===== config.mk =====
export PLATFORM = sky130hd
export DESIGN_NAME = fir_decim_fifo
export DESIGN_NICKNAME = d
export VERILOG_FILES = /design/src/rtl/fir_decim_fifo.sv
export SDC_FILE = /design/constraint.sdc
export NUM_CORES = 1
export LEC_CHECK = 0
export CAP_MARGIN = 0
export CORE_MARGIN = 5
export CORE_UTILIZATION = 55
export CTS_BUF_LIST = sky130_fd_sc_hd__clkbuf_8
export DETAILED_ROUTE_END_ITERATION = 10
export HOLD_SLACK_MARGIN = 0.03
export PLACE_DENSITY = 0.75
export SYNTH_ARGS = -nofsm -noshare
export SYNTH_HDL_FRONTEND = slang
export SYNTH_SLANG_ARGS = --single-unit

===== constraint.sdc =====
create_clock -name clk -period 4.85 [get_ports clk]
set_clock_uncertainty 0.2 [all_clocks]
set_input_delay 0.97 -clock clk [delete_from_list [all_inputs] [get_ports clk]]
set_output_delay 0.97 -clock clk [all_outputs]
set_load 0.005 [all_outputs]

===== src/rtl/fir_decim_fifo.sv =====
// fir_decim_fifo: warm-up skip, decimation and FWFT buffering of FIR output samples.
//
// state  | meaning
// -------+------------------------------------------------------------
// WARMUP | discarding the first SKIP valid samples while the filter fills
// RUN    | keeping every DECIM-th valid sample into the FIFO
module fir_decim_fifo #(
    parameter int DECIM = 4,
    parameter int SKIP  = 63,
    parameter int DEPTH = 8
) (
    input  logic                     clk,
    input  logic                     rst_p,
    input  logic [15:0]              y_in,
    input  logic                     in_valid,
    output logic [15:0]              m_data,
    output logic                     m_valid,
    input  logic                     m_ready,
    output logic [$clog2(DEPTH):0]   level,
    output logic                     overflow,
    input  logic                     clr_ovf
);

    localparam int AW = $clog2(DEPTH);
    localparam int WW = (SKIP > 1) ? $clog2(SKIP) : 1;
    localparam int PW = (DECIM > 1) ? $clog2(DECIM) : 1;
    localparam logic [WW-1:0] WU_LAST  = WW'((SKIP > 0) ? SKIP - 1 : 0);
    localparam logic [PW-1:0] PH_LAST  = PW'(DECIM - 1);
    localparam logic [AW:0]   LVL_FULL = (AW + 1)'(DEPTH);

    typedef enum logic {
        WARMUP = 1'b0,
        RUN    = 1'b1
    } state_t;

    // With no warm-up requested the block comes out of reset already running.
    localparam state_t RST_STATE = (SKIP == 0) ? RUN : WARMUP;

    state_t          state, state_nxt;
    logic [WW-1:0]   wu_cnt;
    logic [PW-1:0]   phase;
    logic            wu_inc, ph_adv, keep;
    logic [15:0]     mem [DEPTH];
    logic [AW-1:0]   wr_ptr, rd_ptr;
    logic            pop, push, drop, full;

    // State register.
    always_ff @(posedge clk or posedge rst_p) begin
        if (rst_p) state <= RST_STATE;
        else       state <= state_nxt;
    end

    // Leave warm-up on the cycle that consumes the last discarded sample.
    always_comb begin
        state_nxt = state;
        if (state == WARMUP && in_valid && wu_cnt == WU_LAST)
            state_nxt = RUN;
    end

    // Per-cycle strobes derived from the current state.
    always_comb begin
        wu_inc = 1'b0;
        ph_adv = 1'b0;
        keep   = 1'b0;
        if (in_valid) begin
            if (state == WARMUP) begin
                wu_inc = 1'b1;
            end else begin
                ph_adv = 1'b1;
                keep   = (phase == '0);
            end
        end
    end

    // Warm-up sample counter and decimation phase.
    always_ff @(posedge clk or posedge rst_p) begin
        if (rst_p) begin
            wu_cnt <= '0;
            phase  <= '0;
        end else begin
            if (wu_inc)
                wu_cnt <= wu_cnt + 1'b1;
            if (ph_adv)
                phase <= (phase == PH_LAST) ? '0 : phase + 1'b1;
        end
    end

    assign full    = (level == LVL_FULL);
    assign m_valid = (level != '0);
    assign pop     = m_valid && m_ready;
    // A pop in the same cycle frees the slot, so push at full is lossless.
    assign push    = keep && (!full || pop);
    assign drop    = keep && full && !pop;
    assign m_data  = mem[rd_ptr];

    // Sample storage; contents need no reset since level gates visibility.
    always_ff @(posedge clk) begin
        if (push)
            mem[wr_ptr] <= y_in;
    end

    // Pointers, occupancy and sticky overflow (set beats clear).
    always_ff @(posedge clk or posedge rst_p) begin
        if (rst_p) begin
            wr_ptr   <= '0;
            rd_ptr   <= '0;
            level    <= '0;
            overflow <= 1'b0;
        end else begin
            if (push)
                wr_ptr <= wr_ptr + 1'b1;
            if (pop)
                rd_ptr <= rd_ptr + 1'b1;
            case ({push, pop})
                2'b10:   level <= level + 1'b1;
                2'b01:   level <= level - 1'b1;
                default: level <= level;
            endcase
            if (drop)
                overflow <= 1'b1;
            else if (clr_ovf)
                overflow <= 1'b0;
        end
    end

endmodule


==> impl_metrics.env, run 1 <==
export IMPL_synth_edff_count=128
export IMPL_initial_utilization_pct=55.8
export IMPL_vias=2870
export IMPL_synth_seq_cells=148
export IMPL_worstRegToRegCells=7
export IMPL_die_h_um=114
export IMPL_synthCells=290
export IMPL_drc=0
export IMPL_synthToLayoutAreaGrowth_pct=16.3
export IMPL_grt_max_degree=29
export IMPL_synth_top_area_share_pct=64.2
export IMPL_fp_dieW_um=114
export IMPL_numCtsBuffers=17
export IMPL_synthesis_nets=318
export IMPL_drt_total_wl_mm=10.0
export IMPL_synth_top_area_cell="edfxtp_1"
export IMPL_postCtsResizedCells=0
export IMPL_fillers=720
export IMPL_place_congestion=0.768
export IMPL_synthMostInstantiatedCell="edfxtp_1"
export IMPL_seq_power_share_pct=46.7
export IMPL_nets=378
export IMPL_cts_tree="built"
export IMPL_die_area_um2=13100
export IMPL_max_freq_mhz=260
export IMPL_multiInputGateArea_um2=1550
export IMPL_period_minus_slack_ns=3.84
export IMPL_drive_gt1_share_pct=17.7
export IMPL_synth_main_ff_cell="edfxtp_1"
export IMPL_setup_viol=0
export IMPL_first_pass_iters=4
export IMPL_syn_cell_area_um2=5990
export IMPL_hold_class="reg2reg"
export IMPL_rsz0062_at_grt="false"
export IMPL_required_ns=3.68
export IMPL_power_density_nw_per_um2=505
export IMPL_dp_cells=471
export IMPL_cts_root_buf="clkbuf_8"
export IMPL_finalCritPeriodShare_pct=79.3
export IMPL_p_sw_share_pct=26.8
export IMPL_worst_setup_path_end_kind="output port"
export IMPL_hpwl_mm=6.51
export IMPL_crit_arrival_ns=2.67
export IMPL_grtUsageTotal_pct=16.5
export IMPL_portBuffers=42
export IMPL_ios=43
export IMPL_vias_per_cell=5.73
export IMPL_tightest_slew_ns=0.931
export IMPL_timing_rr_end="mem[6][12]$_DFFE_PP_"
export IMPL_r2r_setup_slack_ns=2.22
export IMPL_synth_seq_area_share_pct=72.5
export IMPL_cts_buffer_depth=2
export IMPL_clock_latency_ns=0.42
export IMPL_place_ws_ns=1.26
export IMPL_first_iter_violations=211
export IMPL_total_power_uw=3520
export IMPL_combPwrFrac_pct=29.1
export IMPL_synth_area_top_cells="edfxtp_1 (64%), mux4_1 (12%), dfrtp_1 (8.4%), mux2_2 (3.6%), mux4_2 (1.5%)"
export IMPL_hold_buffers=0
export IMPL_worstSetupPathType="reg2out"
export IMPL_ys_types=34
export IMPL_core_area_um2=10700
export IMPL_antenna_found_initial=0
export IMPL_grt_pass1_wl_mm=15.8
export IMPL_synthTopCellsByCount="edfxtp_1 (128), mux4_1 (28), dfrtp_1 (20)"
export IMPL_cts_htree_levels=4
export IMPL_layout_area_seq_um2=4340
export IMPL_syn_avg_cell_area_um2=20.7
export IMPL_timing_final_ws_setup_ns=1.01
export IMPL_drv_slew=0
export IMPL_p_switching_uw=945
export IMPL_p_leak_uw=0.00242
export IMPL_post_drt_wl_per_cell_um=20.0
export IMPL_max_slew_margin_rel_pct=38.0
export IMPL_antenna_cells=0
export IMPL_crit_fanout=28
export IMPL_ir_drop_uv=291
export IMPL_endpoint="m_data[13]"
export IMPL_p_int_uw=2580
export IMPL_synth_warnings=0
export IMPL_grt_overflow=0
export IMPL_startpoint="rd_ptr[0]$_DFFE_PP0P_"
export IMPL_clk_pin_slew_ns=0.08
export IMPL_hold_violations=0
export IMPL_r2r_start="phase[0]$_DFFE_PP0P_"
export IMPL_cts_num_sinks=148
export IMPL_ys_async_sr_fraction_pct=13.5
export IMPL_worstSetupStartpointType="flip-flop"
export IMPL_clkPwrFrac_pct=24.2
export IMPL_drtAntennaViolNets=0
export IMPL_status="complete, no violations"
export IMPL_cap_violations=0
export IMPL_rows=38
export IMPL_grt_pass1_vias=2884
export IMPL_instances_no_fill=501
export IMPL_finalSetupTns_ns=0
export IMPL_postCtsSetupBuffers=0
metal layers:
metal	up-vias	global-route usage [%]	part of all wire, %
met2	59	26.1	50
li1	1313	-	-
met4	0	4.91	0.93
met5	-	0	0
met1	1490	23.0	45
met3	8	4.39	4.1
per-stage QoR:
step                hold slack, ns  utilization, %  area (um^2)
finish                       0.276            64.9         6970
global placement             0.266            61.6         6610
detailed placement           0.266            61.6         6610
global route                 0.295            64.9         6970
floorplan                    0.242               -         5990
CTS                          0.277            64.9         6970
power by group through the flow:
stage          Combinational, uW  Clock [uW]  Sequential [uW]
2_1_floorplan                731           0             1570
3_3_place_gp                1020           0             1670
3_5_place_dp                1040           0             1670
4_1_cts                     1050         869             1650
5_1_grt                     1110         925             1670
6_report                    1030         851             1640
registers in the layout, summed over array words and instances (netlist names):
name and count:
level 4, mem 128, overflow 1, phase 2, rd_ptr 3, state 1, wr_ptr 3, wu_cnt 6
how the worst min path moves through the flow:
stage,startpoint,endpoint,depth (start not counted)
after floorplan,wu_cnt[5]$_DFFE_PP0P_,wu_cnt[5]$_DFFE_PP0P_,1
after global placement,wu_cnt[5]$_DFFE_PP0P_,wu_cnt[5]$_DFFE_PP0P_,1
after detailed placement,wu_cnt[5]$_DFFE_PP0P_,wu_cnt[5]$_DFFE_PP0P_,1
after CTS,wu_cnt[5]$_DFFE_PP0P_,wu_cnt[5]$_DFFE_PP0P_,1
after global routing,wu_cnt[5]$_DFFE_PP0P_,wu_cnt[5]$_DFFE_PP0P_,1
final,wu_cnt[5]$_DFFE_PP0P_,wu_cnt[5]$_DFFE_PP0P_,1
area by class of cell:
| type | count | share of cell area (%) |
|---|---|---|
| Multi-Input combinational cell | 125 | 22.3 |
| Tap cell | 140 | 2.51 |
| Clock buffer | 17 | 3.36 |
| Clock inverter | 13 | 1.74 |
| Sequential cell | 148 | 62.3 |
| Timing Repair Buffer | 52 | 7.47 |
| Inverter | 6 | 0.323 |
layout by cell type (no fill, tap or decap), types with 4 or more instances in the layout:
| cell type | n |
|---|---|
| edfxtp_1 | 128 |
| clkdlybuf4s50_1 | 42 |
| mux4_1 | 28 |
| dfrtp_1 | 20 |
| mux2_2 | 19 |
| clkbuf_8 | 17 |
| nor2_1 | 12 |
| nand2_1 | 10 |
| xnor2_1 | 9 |
| inv_1 | 8 |
| buf_4 | 8 |
| ha_1 | 7 |
| nand3_1 | 5 |
| mux4_2 | 4 |
| clkinv_1 | 4 |
critical path, cell delays in order (launching register included):
cell and delay [ns]:
dfrtp_1 0.57, buf_12 0.27, mux4_1 0.65, mux2_2 0.30
clkdlybuf4s50_1 0.45
logic make-up after synthesis:
group,count (synthesis),synth area share (%)
AND/OR/NAND/NOR,43,3.45
XOR/XNOR,12,1.75
multiplexers,51,17.4
adder cells (fa/ha/maj),7,1.46
flip-flops,148,72.5
AO/OA/AOI/OAI,12,1.71
buffers and inverters,17,1.75
Note: power is estimated with default switching activity, not from simulation.
==> run 2, diff against run 1 <==
--- a/config.mk
+++ b/config.mk
@@ -11,7 +11,7 @@
 export CTS_BUF_LIST = sky130_fd_sc_hd__clkbuf_8
 export DETAILED_ROUTE_END_ITERATION = 10
 export HOLD_SLACK_MARGIN = 0.03
-export PLACE_DENSITY = 0.75
+export PLACE_DENSITY = 0.78
 export SYNTH_ARGS = -nofsm -noshare
 export SYNTH_HDL_FRONTEND = slang
 export SYNTH_SLANG_ARGS = --single-unit
==> constraint.sdc (replaced) <==
create_clock -name clk -period 3.4 [get_ports clk]
set_clock_uncertainty 0.2 [all_clocks]
set_input_delay 0.68 -clock clk [delete_from_list [all_inputs] [get_ports clk]]
set_output_delay 0.68 -clock clk [all_outputs]
set_load 0.005 [all_outputs]
==> run 2 against run 1 <==
- clock-buffer cell count unchanged
- power up 50%
- sequential power up 38%
- hold slack better by 0.0073 ns
- sequential share of layout area down 1.1 points
- combinational power up 51%
- register-to-register slack worse by 1.1 ns
- via count up 0.94%
- die area unchanged
- sequential cell count unchanged
- largest cell class unchanged
- largest power group unchanged
- highest routed layer unchanged
==> impl_metrics.env, run 2 (synthesis gave the netlist of run 1 again) <==
export IMPL_status="complete, no violations"
export IMPL_worstRegToRegCells=7
export IMPL_clock_latency_ns=0.43
export IMPL_postCtsSetupBuffers=0
export IMPL_grt_pass1_vias=3022
export IMPL_finalSetupTns_ns=0
export IMPL_grt_overflow=0
export IMPL_top_register="mem"
export IMPL_dpl_cell_area_um2=6660
export IMPL_drc=0
export IMPL_max_stage_delay_ns=0.59
export IMPL_worstSetupStartpointType="flip-flop"
export IMPL_grtUsageTotal_pct=16.8
export IMPL_cap_violations=0
export IMPL_cts_num_sinks=148
export IMPL_tightest_slew_ns=0.789
export IMPL_die_h_um=114
export IMPL_hold_violations=0
export IMPL_mostFrequentLayoutCell="edfxtp_1"
export IMPL_initial_utilization_pct=55.8
export IMPL_clk_pin_slew_ns=0.08
export IMPL_required_ns=2.52
export IMPL_portBuffers=42
export IMPL_synthToLayoutAreaGrowth_pct=18.5
export IMPL_cts_tree="built"
export IMPL_min_from="rd_ptr[2]$_DFFE_PP0P_"
export IMPL_power_density_nw_per_um2=743
export IMPL_core_area_um2=10700
export IMPL_design_area_um2=7100
export IMPL_crit_fanout=18
export IMPL_crit_buf_inv=2
export IMPL_p_leak_uw=0.00250
export IMPL_nets=386
export IMPL_max_slew_margin_rel_pct=47.3
export IMPL_grt_pass1_wl_mm=16.2
export IMPL_rows=38
export IMPL_antenna_found_initial=0
export IMPL_worst_setup_path_end_kind="output port"
export IMPL_ir_drop_uv=456
export IMPL_cts_root_buf="clkbuf_8"
export IMPL_hold_end="rd_ptr[2]$_DFFE_PP0P_"
export IMPL_rsz0062_at_grt="false"
export IMPL_worstSetupPathType="reg2out"
export IMPL_timing_final_ws_setup_ns=0.106
export IMPL_place_congestion=0.782
export IMPL_ios=43
export IMPL_period_minus_slack_ns=3.29
export IMPL_worstPathCellList="buf_12 > mux4_1 > mux2_2 > clkdlybuf4s50_1"
export IMPL_hold_class="reg2reg"
export IMPL_antenna_cells=0
export IMPL_die_area_um2=13100
export IMPL_final_cell_mix="edfxtp_1 (128), clkdlybuf4s50_1 (42), mux4_1 (28), mux2_2 (19), dfrtp_1 (19)"
export IMPL_first_iter_violations=158
export IMPL_total_power_uw=5270
export IMPL_finalCritPeriodShare_pct=96.9
export IMPL_drive_gt1_share_pct=21.8
export IMPL_largest_reg_flops=128
export IMPL_first_pass_iters=4
export IMPL_drt_total_wl_mm=9.99
export IMPL_fin_util_pct=66.1
export IMPL_vias_per_cell=5.67
export IMPL_numCtsBuffers=17
export IMPL_setup_viol=0
export IMPL_grt_max_degree=33
export IMPL_r2r_start="phase[0]$_DFFE_PP0P_"
export IMPL_place_ws_ns=0.448
export IMPL_post_drt_wl_per_cell_um=19.5
export IMPL_vias=2897
export IMPL_cpLargestDelayFamily="multiplexers"
export IMPL_timing_rr_end="mem[1][8]$_DFFE_PP_"
export IMPL_drtAntennaViolNets=0
export IMPL_cts_buffer_depth=2
export IMPL_hpwl_mm=6.25
export IMPL_drv_slew=0
export IMPL_cts_htree_levels=4
export IMPL_worstSetupPathDepth=4
export IMPL_reg_largest_list="mem (128), wu_cnt (6), level (4)"
export IMPL_r2r_setup_slack_ns=1.15
export IMPL_min_path_cells=1
export IMPL_crit_slowest_cell="mux4_1"
export IMPL_max_freq_mhz=304
export IMPL_crit_arrival_ns=2.41
export IMPL_fp_dieW_um=114
[run 2: changes by cell type in the layout (fill, tap and decap cells not counted), sizes merged]
cell and delta:
buf +8, clkinvlp -1, clkinv -3, bufinv +2, inv +4
[run 2: power by group]
group          switching, uW  internal (uW)  leakage (uW)
Sequential               156           2110       0.00140
Clock                    643            808      0.000226
Combinational            606            951      0.000876
Total                   1410           3870       0.00250
[run 2: repair_timing]
item,in CTS,in global routing
endpoints found under the setup margin,12,0
hold buffers,0,0
gates resized for setup,1,0
endpoints found under the hold margin,0,0
[run 2: metal layers]
layer	share of wire (%)	vias to the layer above	track usage, %
li1	-	1326	-
met1	42	1488	22.5
met2	52	74	27.3
met3	4.6	9	4.55
met4	1.3	0	5.23
met5	0	-	0
[run 2: how the worst max path moves through the flow]
stage                                from                  end  slack [ns]
floorplan                        in_valid  mem[0][0]$_DFFE_PP_        0.46
global placement    rd_ptr[0]$_DFFE_PP0P_           m_data[11]        0.48
detailed placement  rd_ptr[0]$_DFFE_PP0P_           m_data[11]        0.45
CTS                 rd_ptr[0]$_DFFE_PP0P_            m_data[4]        0.06
global route        rd_ptr[0]$_DFFE_PP0P_           m_data[13]       0.006
finish              rd_ptr[0]$_DFFE_PP0P_            m_data[4]        0.11
[run 2: layout make-up]
class	instances	area, um^2
sequential	148	4350
fill	695	3650
multi-input combinational	125	1550
timing repair buffer	60	568
clock buffer	17	234
clock inverter	15	201
tap	140	175
inverter	6	22.5
[run 2: stage by stage]
step           hold slack, ns  cells
2_1_floorplan           0.242    290
3_3_place_gp            0.262    479
3_5_place_dp            0.264    479
4_1_cts                 0.281    511
5_1_grt                 0.315    511
6_report                0.284    511
